**config.mk**
```make
export PLATFORM = sky130hd
export DESIGN_NAME = game_region_decoder
export DESIGN_NICKNAME = d
export VERILOG_FILES = /design/src/rtl/game_region_decoder.sv
export SDC_FILE = /design/constraint.sdc
export NUM_CORES = 2
export LEC_CHECK = 0
export CAP_MARGIN = 20
export CORE_ASPECT_RATIO = 0.7
export CORE_UTILIZATION = 50
export CTS_BUF_LIST = sky130_fd_sc_hd__clkbuf_16
export CTS_CLUSTER_DIAMETER = 200
export CTS_CLUSTER_SIZE = 25
export DETAILED_ROUTE_END_ITERATION = 16
export PLACE_DENSITY = 0.69
export SLEW_MARGIN = 20
export SYNTH_ARGS = -nofsm -noshare
export SYNTH_HDL_FRONTEND = slang
export SYNTH_SLANG_ARGS = --single-unit
```
**constraint.sdc**
```tcl
create_clock -name vga_clk -period 3.2 [get_ports vga_clk]
set_clock_uncertainty 0.1 [all_clocks]
set_input_delay 0.64 -clock vga_clk [delete_from_list [all_inputs] [get_ports vga_clk]]
set_output_delay 0.64 -clock vga_clk [all_outputs]
set_load 0.02 [all_outputs]
```
**src/rtl/game_region_decoder.sv**
```systemverilog
// -----------------------------------------------------------------------------
// game_region_decoder
//   Compares the VGA raster position against NUM_REGIONS run-time programmable
//   rectangles. CPU writes go to a shadow set. The shadow set is copied to the
//   active set on frame_start, so a region never changes in the middle of a frame.
//   The result appears 2 cycles after the pixel is sampled. It holds per-region
//   hit flags, the lowest-index winning region, and the pixel coordinates
//   relative to the winning region.
//
// Optional feature macro: GAME_REGION_BORDER_EN
//   When defined, on_border[i] flags pixels on the 1-pixel outline of region i.
//   When undefined, on_border is tied to 0 and no border logic is built.
//
// Ports
//   vga_clk      pixel clock (only clock)
//   rst_n        asynchronous active-low reset
//   vga_row/col  current raster position
//   frame_start  one-cycle pulse; copies the shadow set to the active set
//   cfg_we/idx/field/wdata  shadow register write (field 0=row 1=col 2=height 3=width)
//   cfg_pending  an accepted write has not yet been applied by frame_start
//   region_hit   per-region inside flags
//   hit_valid    any region hit
//   hit_idx      lowest-index hit region (0 when none)
//   local_row/col  raster position minus the origin of region hit_idx (0 when none)
//   on_border    per-region outline flags (optional feature)
// -----------------------------------------------------------------------------
module game_region_decoder #(
    parameter int NUM_REGIONS = 8,
    parameter int COORD_W     = 12,
    parameter int IDX_W       = 4
) (
    input  logic                   vga_clk,
    input  logic                   rst_n,
    input  logic [COORD_W-1:0]     vga_row,
    input  logic [COORD_W-1:0]     vga_col,
    input  logic                   frame_start,
    input  logic                   cfg_we,
    input  logic [IDX_W-1:0]       cfg_idx,
    input  logic [1:0]             cfg_field,
    input  logic [COORD_W-1:0]     cfg_wdata,
    output logic                   cfg_pending,
    output logic [NUM_REGIONS-1:0] region_hit,
    output logic                   hit_valid,
    output logic [IDX_W-1:0]       hit_idx,
    output logic [COORD_W-1:0]     local_row,
    output logic [COORD_W-1:0]     local_col,
    output logic [NUM_REGIONS-1:0] on_border
);

    // One extra bit, so NUM_REGIONS == 2**IDX_W is still representable.
    localparam logic [IDX_W:0]     NUM_REGIONS_W = (IDX_W+1)'(NUM_REGIONS);
    localparam logic [COORD_W-1:0] COORD_ZERO    = {COORD_W{1'b0}};

    logic [COORD_W-1:0] sh_row_r  [NUM_REGIONS];
    logic [COORD_W-1:0] sh_col_r  [NUM_REGIONS];
    logic [COORD_W-1:0] sh_hgt_r  [NUM_REGIONS];
    logic [COORD_W-1:0] sh_wid_r  [NUM_REGIONS];
    logic [COORD_W-1:0] act_row_r [NUM_REGIONS];
    logic [COORD_W-1:0] act_col_r [NUM_REGIONS];
    logic [COORD_W-1:0] act_hgt_r [NUM_REGIONS];
    logic [COORD_W-1:0] act_wid_r [NUM_REGIONS];

    logic                   cfg_accept_s;
    logic [NUM_REGIONS-1:0] hit_s;
    logic [COORD_W-1:0]     roff_s    [NUM_REGIONS];
    logic [COORD_W-1:0]     coff_s    [NUM_REGIONS];
    logic [NUM_REGIONS-1:0] hit_s1_r;
    logic [COORD_W-1:0]     roff_s1_r [NUM_REGIONS];
    logic [COORD_W-1:0]     coff_s1_r [NUM_REGIONS];

    logic                   win_valid_s;
    logic [IDX_W-1:0]       win_idx_s;
    logic [COORD_W-1:0]     win_row_s;
    logic [COORD_W-1:0]     win_col_s;

    // Writes to indices at or beyond NUM_REGIONS are dropped entirely.
    assign cfg_accept_s = cfg_we & ({1'b0, cfg_idx} < NUM_REGIONS_W);

    // Shadow register file: CPU writes land here.
    always_ff @(posedge vga_clk or negedge rst_n) begin
        if (!rst_n) begin
            for (int i = 0; i < NUM_REGIONS; i++) begin
                sh_row_r[i] <= COORD_ZERO;
                sh_col_r[i] <= COORD_ZERO;
                sh_hgt_r[i] <= COORD_ZERO;
                sh_wid_r[i] <= COORD_ZERO;
            end
        end else begin
            for (int i = 0; i < NUM_REGIONS; i++) begin
                if (cfg_accept_s && (cfg_idx == IDX_W'(i))) begin
                    case (cfg_field)
                        2'd0:    sh_row_r[i] <= cfg_wdata;
                        2'd1:    sh_col_r[i] <= cfg_wdata;
                        2'd2:    sh_hgt_r[i] <= cfg_wdata;
                        2'd3:    sh_wid_r[i] <= cfg_wdata;
                        default: sh_row_r[i] <= sh_row_r[i];
                    endcase
                end
            end
        end
    end

    // Active register file: takes the pre-write shadow values on frame_start.
    always_ff @(posedge vga_clk or negedge rst_n) begin
        if (!rst_n) begin
            for (int i = 0; i < NUM_REGIONS; i++) begin
                act_row_r[i] <= COORD_ZERO;
                act_col_r[i] <= COORD_ZERO;
                act_hgt_r[i] <= COORD_ZERO;
                act_wid_r[i] <= COORD_ZERO;
            end
        end else if (frame_start) begin
            for (int i = 0; i < NUM_REGIONS; i++) begin
                act_row_r[i] <= sh_row_r[i];
                act_col_r[i] <= sh_col_r[i];
                act_hgt_r[i] <= sh_hgt_r[i];
                act_wid_r[i] <= sh_wid_r[i];
            end
        end
    end

    // Pending flag: a write in the same cycle as frame_start overrides the clear.
    always_ff @(posedge vga_clk or negedge rst_n) begin
        if (!rst_n) begin
            cfg_pending <= 1'b0;
        end else if (cfg_accept_s) begin
            cfg_pending <= 1'b1;
        end else if (frame_start) begin
            cfg_pending <= 1'b0;
        end
    end

    // Per-region hit test. The end bound is one bit wider, so regions near the
    // top of the coordinate space extend past it instead of wrapping.
    // A zero height or width makes the range empty.
    for (genvar g = 0; g < NUM_REGIONS; g++) begin : g_region
        logic [COORD_W:0] row_end_s;
        logic [COORD_W:0] col_end_s;
        assign row_end_s = {1'b0, act_row_r[g]} + {1'b0, act_hgt_r[g]};
        assign col_end_s = {1'b0, act_col_r[g]} + {1'b0, act_wid_r[g]};
        assign hit_s[g]  = (vga_row >= act_row_r[g]) && ({1'b0, vga_row} < row_end_s) &&
                           (vga_col >= act_col_r[g]) && ({1'b0, vga_col} < col_end_s);
        assign roff_s[g] = vga_row - act_row_r[g];
        assign coff_s[g] = vga_col - act_col_r[g];
    end

    // Stage 1: register the hit flags and region-relative offsets.
    always_ff @(posedge vga_clk or negedge rst_n) begin
        if (!rst_n) begin
            hit_s1_r <= {NUM_REGIONS{1'b0}};
            for (int i = 0; i < NUM_REGIONS; i++) begin
                roff_s1_r[i] <= COORD_ZERO;
                coff_s1_r[i] <= COORD_ZERO;
            end
        end else begin
            hit_s1_r <= hit_s;
            for (int i = 0; i < NUM_REGIONS; i++) begin
                roff_s1_r[i] <= roff_s[i];
                coff_s1_r[i] <= coff_s[i];
            end
        end
    end

    // Fixed-priority select. The scan runs from high index to low, so the
    // lowest hitting index is assigned last and wins.
    always_comb begin
        win_valid_s = 1'b0;
        win_idx_s   = {IDX_W{1'b0}};
        win_row_s   = COORD_ZERO;
        win_col_s   = COORD_ZERO;
        for (int i = NUM_REGIONS - 1; i >= 0; i--) begin
            if (hit_s1_r[i]) begin
                win_valid_s = 1'b1;
                win_idx_s   = IDX_W'(i);
                win_row_s   = roff_s1_r[i];
                win_col_s   = coff_s1_r[i];
            end else begin
                win_valid_s = win_valid_s;
            end
        end
    end

    // Stage 2: register the outputs, all aligned to the same input pixel.
    always_ff @(posedge vga_clk or negedge rst_n) begin
        if (!rst_n) begin
            region_hit <= {NUM_REGIONS{1'b0}};
            hit_valid  <= 1'b0;
            hit_idx    <= {IDX_W{1'b0}};
            local_row  <= COORD_ZERO;
            local_col  <= COORD_ZERO;
        end else begin
            region_hit <= hit_s1_r;
            hit_valid  <= win_valid_s;
            hit_idx    <= win_idx_s;
            local_row  <= win_row_s;
            local_col  <= win_col_s;
        end
    end

`ifdef GAME_REGION_BORDER_EN
    localparam logic [COORD_W-1:0] COORD_ONE = {{(COORD_W-1){1'b0}}, 1'b1};

    logic [NUM_REGIONS-1:0] bord_s;
    logic [NUM_REGIONS-1:0] bord_s1_r;

    // The outline test uses the same active set as the hit test, so the
    // flags stay consistent if frame_start arrives inside the pipeline.
    for (genvar g = 0; g < NUM_REGIONS; g++) begin : g_border
        assign bord_s[g] = hit_s[g] &&
                           ((roff_s[g] == COORD_ZERO) || (roff_s[g] == act_hgt_r[g] - COORD_ONE) ||
                            (coff_s[g] == COORD_ZERO) || (coff_s[g] == act_wid_r[g] - COORD_ONE));
    end

    // Border flags follow the same two-stage pipeline as region_hit.
    always_ff @(posedge vga_clk or negedge rst_n) begin
        if (!rst_n) begin
            bord_s1_r <= {NUM_REGIONS{1'b0}};
            on_border <= {NUM_REGIONS{1'b0}};
        end else begin
            bord_s1_r <= bord_s;
            on_border <= bord_s1_r;
        end
    end
`else
    assign on_border = {NUM_REGIONS{1'b0}};
`endif

endmodule

```
==> impl_metrics.prom <==
# TYPE chip_impl_metric gauge
chip_impl_metric{name="route.detailed.wl_per_inst",unit="um"} 21.9
chip_impl_metric{name="clock_sink_count",unit=""} 1005
chip_impl_info{name="crit_path_end_kind",value="flop"} 1
chip_impl_metric{name="worstMarginPinSlew",unit="ns"} 1.01
chip_impl_metric{name="switching_share",unit="%"} 35.7
chip_impl_metric{name="fin_tns_setup",unit="ns"} -2.02
chip_impl_info{name="cts-root-buf",value="clkbuf_16"} 1
chip_impl_metric{name="chipHeight",unit="um"} 282
chip_impl_metric{name="post_place_cells",unit=""} 7106
chip_impl_metric{name="dr_total_vias",unit=""} 41500
chip_impl_metric{name="cts_htree_levels",unit=""} 2
chip_impl_metric{name="critPathRequiredTime",unit="ns"} 3.63
chip_impl_metric{name="met1Wirelength",unit="um"} 74800
chip_impl_info{name="violated_checks",value="negative setup slack"} 1
chip_impl_metric{name="initialDrtViolationCount",unit=""} 3474
chip_impl_metric{name="slew_viol_final",unit=""} 0
chip_impl_metric{name="period_needed",unit="ns"} 3.77
chip_impl_metric{name="drc",unit=""} 0
chip_impl_metric{name="grt_antenna_before_repair",unit=""} 14
chip_impl_metric{name="ys_seq_area_share",unit="%"} 45.0
chip_impl_metric{name="leakage",unit="nW"} 31.2
chip_impl_metric{name="final_net_count",unit=""} 6367
chip_impl_metric{name="syn-cell-area",unit="um2"} 55900
chip_impl_info{name="critical_path_class",value="reg2reg"} 1
chip_impl_metric{name="pre_cts_ws",unit="ns"} -0.585
chip_impl_info{name="cp_cell_sequence",value="ha_2, inv_2, fa_2, nor2b_2, o31a_1, o211a_1, o21a_1, o21a_1, nor2_2, xor2_1, ha_1, o21ai_0, nand2b_1, a21oi_2, a2111oi_4, o31ai_4, a31oi_1, buf_4, nor4bb_2"} 1
chip_impl_metric{name="final_period_utilization",unit="%"} 118
chip_impl_metric{name="global_route_wire_length_before_repair",unit="um"} 243000
chip_impl_metric{name="fillers",unit=""} 9149
chip_impl_info{name="tritoncts",value="done"} 1
chip_impl_info{name="run_status",value="finished with violations"} 1
chip_impl_info{name="layout_commonest_cell",value="dfrtp_1"} 1
chip_impl_metric{name="synth.yosys.warnings",unit=""} 0
chip_impl_info{name="highest_layer",value="met4"} 1
chip_impl_metric{name="fp.dieW",unit="um"} 402
chip_impl_metric{name="design.die.area",unit="um2"} 113000
chip_impl_metric{name="synth_cell_types",unit=""} 76
chip_impl_metric{name="groute.usage.overall",unit="%"} 28.0
chip_impl_metric{name="port_buffers",unit=""} 82
chip_impl_metric{name="maximum_number_of_pins_on_one_net_before_global_route_repair",unit=""} 92
chip_impl_metric{name="final_layout_size_suffix_gt1_share",unit="%"} 17.5
chip_impl_metric{name="async_reset_ff_share",unit="%"} 100
chip_impl_metric{name="clock_transition_at_the_register_clock_pins_on_the_worst_setup_and_hold_paths_after_cts",unit="ns"} 0.11
chip_impl_metric{name="power_report.internal_total",unit="mW"} 24.2
chip_impl_metric{name="whs",unit="ns"} 0.352
chip_impl_metric{name="crit_path_max_fanout",unit=""} 3
chip_impl_metric{name="ports",unit=""} 92
chip_impl_metric{name="grt_pass1_vias",unit=""} 40900
chip_impl_metric{name="r2r_setup_slack",unit="ns"} -0.57
chip_impl_metric{name="gpl.final_weighted_congestion",unit=""} 0.964
chip_impl_info{name="grt_setup_unrepaired",value="true"} 1
chip_impl_metric{name="power.sequential.fraction",unit="%"} 43.4
chip_impl_metric{name="wl_met3",unit="um"} 12000
chip_impl_metric{name="area_growth",unit="%"} 16.5
chip_impl_metric{name="power.ir.vdd_worst",unit="mV"} 0.456
chip_impl_metric{name="num_rows",unit=""} 102
chip_impl_metric{name="wirelength",unit="um"} 157000
chip_impl_info{name="path_common_cell",value="o21a_1"} 1
chip_impl_metric{name="post_drt_via_cell_ratio",unit=""} 5.77
chip_impl_metric{name="final_cells",unit=""} 7198
chip_impl_info{name="synth_ff_type",value="dfrtp_1"} 1
chip_impl_metric{name="clk_latency",unit="ns"} 0.65
chip_impl_metric{name="fp.coreArea",unit="um2"} 111000
chip_impl_metric{name="slowest_delay",unit="ns"} 0.40
chip_impl_metric{name="ant_nets",unit=""} 0
chip_impl_metric{name="globalRoute.totalOverflow",unit=""} 0
chip_impl_metric{name="clk_path_buf_depth",unit=""} 3
chip_impl_metric{name="synth_enable_flop_cells",unit=""} 0
chip_impl_metric{name="syn_area_per_cell",unit="um2"} 10.8
chip_impl_info{name="cp-start-kind",value="flop"} 1
chip_impl_info{name="layout_common_cells",value="dfrtp_1, ha_1, buf_4"} 1
chip_impl_metric{name="synthCells",unit=""} 5163
chip_impl_metric{name="worst_ep_arrival_time",unit="ns"} 4.19
chip_impl_metric{name="met2RoutedLength",unit="um"} 66700
chip_impl_metric{name="slew-limit-headroom",unit="%"} 32.7
chip_impl_metric{name="start_util",unit="%"} 50.5
chip_impl_metric{name="cap_viol_max_count",unit=""} 0
chip_impl_metric{name="setup_viol_count_final",unit=""} 8
chip_impl_metric{name="setup_ws",unit="ns"} -0.565
chip_impl_metric{name="cts_buffers",unit=""} 46
chip_impl_info{name="min_path_type",value="in2reg"} 1
chip_impl_metric{name="synth-seq-cells",unit=""} 1005
chip_impl_metric{name="switchingPower",unit="mW"} 13.4
chip_impl_metric{name="p_clk_share",unit="%"} 18.1
chip_impl_info{name="timing.critical_path.slowest_stage_cell",value="dfrtp_1"} 1
chip_impl_metric{name="power_frac_comb",unit="%"} 38.5
chip_impl_metric{name="hpwl",unit="um"} 114000
chip_impl_metric{name="first_pass_iters",unit=""} 8
chip_impl_metric{name="finalHoldViolCount",unit=""} 0
chip_impl_metric{name="power-per-cell-area",unit="nW/um2"} 578
chip_impl_metric{name="fmax",unit="MHz"} 266
## layer usage
layer	global-route usage, %	up-vias
met5	0	-
met2	41.6	1205
met3	4.34	188
met4	6.77	0
met1	42.6	20600
li1	-	19500
## sequential cells by signal (all words and copies together) (netlist names), 12 cells and up
register	cells
coff_s1_r	96
sh_col_r	96
act_row_r	96
local_row	12
act_wid_r	96
sh_row_r	96
roff_s1_r	96
act_hgt_r	96
act_col_r	96
sh_wid_r	96
sh_hgt_r	96
local_col	12
## path summary, 6_finish.rpt
path | from | end | cells after the start
min in group asynchronous | rst_n | act_wid_r[28]$_DFFE_PN0P_ | 2
worst min-delay path | frame_start | act_row_r[18]$_DFFE_PN0P_ | 3
worst min register to register | sh_col_r[92]$_DFFE_PN0P_ | act_col_r[92]$_DFFE_PN0P_ | 2
worst max register to register | act_row_r[12]$_DFFE_PN0P_ | hit_s1_r[6]$_DFF_PN0_ | 19
max in group asynchronous | rst_n | act_row_r[79]$_DFFE_PN0P_ | 4
worst max-delay path | act_row_r[12]$_DFFE_PN0P_ | hit_s1_r[6]$_DFF_PN0_ | 19
## critical path, delay by kind of cell, from the launching register on
family / cells / cell delay (ns)
AO/OA/AOI/OAI: 9 / 1.75
XOR/XNOR: 1 / 0.10
adder cells (fa/ha/maj): 3 / 0.74
buffers and inverters: 2 / 0.22
flip-flops: 1 / 0.40
AND/OR/NAND/NOR: 4 / 0.34
## metrics by stage
stage	util (%)	cell area, um2	power [mW]
2_1_floorplan	-	56000	24.6
3_3_place_gp	56.9	63000	30.0
3_5_place_dp	56.9	63000	30.4
4_1_cts	58.4	64700	37.4
5_1_grt	58.8	65100	39.9
6_report	58.8	65100	37.7
## synth_stat cells, drive strengths merged, types with 25 or more instances
cell type / number / area share [%]
dfrtp: 1005 / 45
mux2: 576 / 12
ha: 560 / 13
o21ai: 377 / 3.4
nand2: 367 / 2.5
a21oi: 311 / 2.8
inv: 302 / 2.0
nor2: 236 / 1.6
xnor2: 164 / 2.6
clkbuf: 142 / 0.95
xor2: 114 / 1.8
nor3: 90 / 0.81
a21o: 88 / 1.2
o21a: 79 / 1.1
nor2b: 78 / 0.89
nand2b: 66 / 0.74
nand3: 63 / 0.56
a211oi: 37 / 0.50
buf: 33 / 0.32
o22ai: 33 / 0.37
fa: 32 / 1.1
nand4: 26 / 0.29
or3: 26 / 0.29
mux2i: 25 / 0.45
nor4: 25 / 0.28
## logic make-up after synthesis
logic type                 after synthesis  synth area share [%]
DFF                                   1005                  45.0
muxes                                  601                  12.0
other                                    1               0.00671
adders and majority gates              592                  13.7
xor gates and xnor gates               278                  4.35
and+or+nand+nor                       1045                  8.78
AOI/OAI and AO/OA                     1163                  12.9
buffers and inverters                  478                  3.30
## power groups by stage
| stage | logic (mW) | registers, mW | clock network (mW) |
|---|---|---|---|
| floorplan | 8.35 | 16.3 | 0 |
| global placement | 13.5 | 16.5 | 0 |
| detailed placement | 13.9 | 16.6 | 0 |
| CTS | 14.2 | 16.3 | 6.96 |
| global route | 15.9 | 16.6 | 7.38 |
| finish | 14.5 | 16.3 | 6.80 |
## what timing repair did
action                                  in CTS  in global routing
endpoints found under the hold margin       49                  0
pin swaps                                   50                 53
setup buffers                               17                 15
hold buffers                                 1                  0
endpoints found under the setup margin       8                  8
resized for setup                           79                 57
## final cells by class
type	instances	area, um2	share of cell area [%]
Timing Repair Buffer	685	6140	9.42
Clock inverter	6	63.8	0.0980
Tap cell	1456	1820	2.80
Sequential cell	1005	25200	38.6
Inverter	303	1140	1.75
Antenna cell	8	20.0	0.0307
Clock buffer	47	1180	1.81
Multi-Input combinational cell	3688	29600	45.5
(Power assumes the default switching activity.)
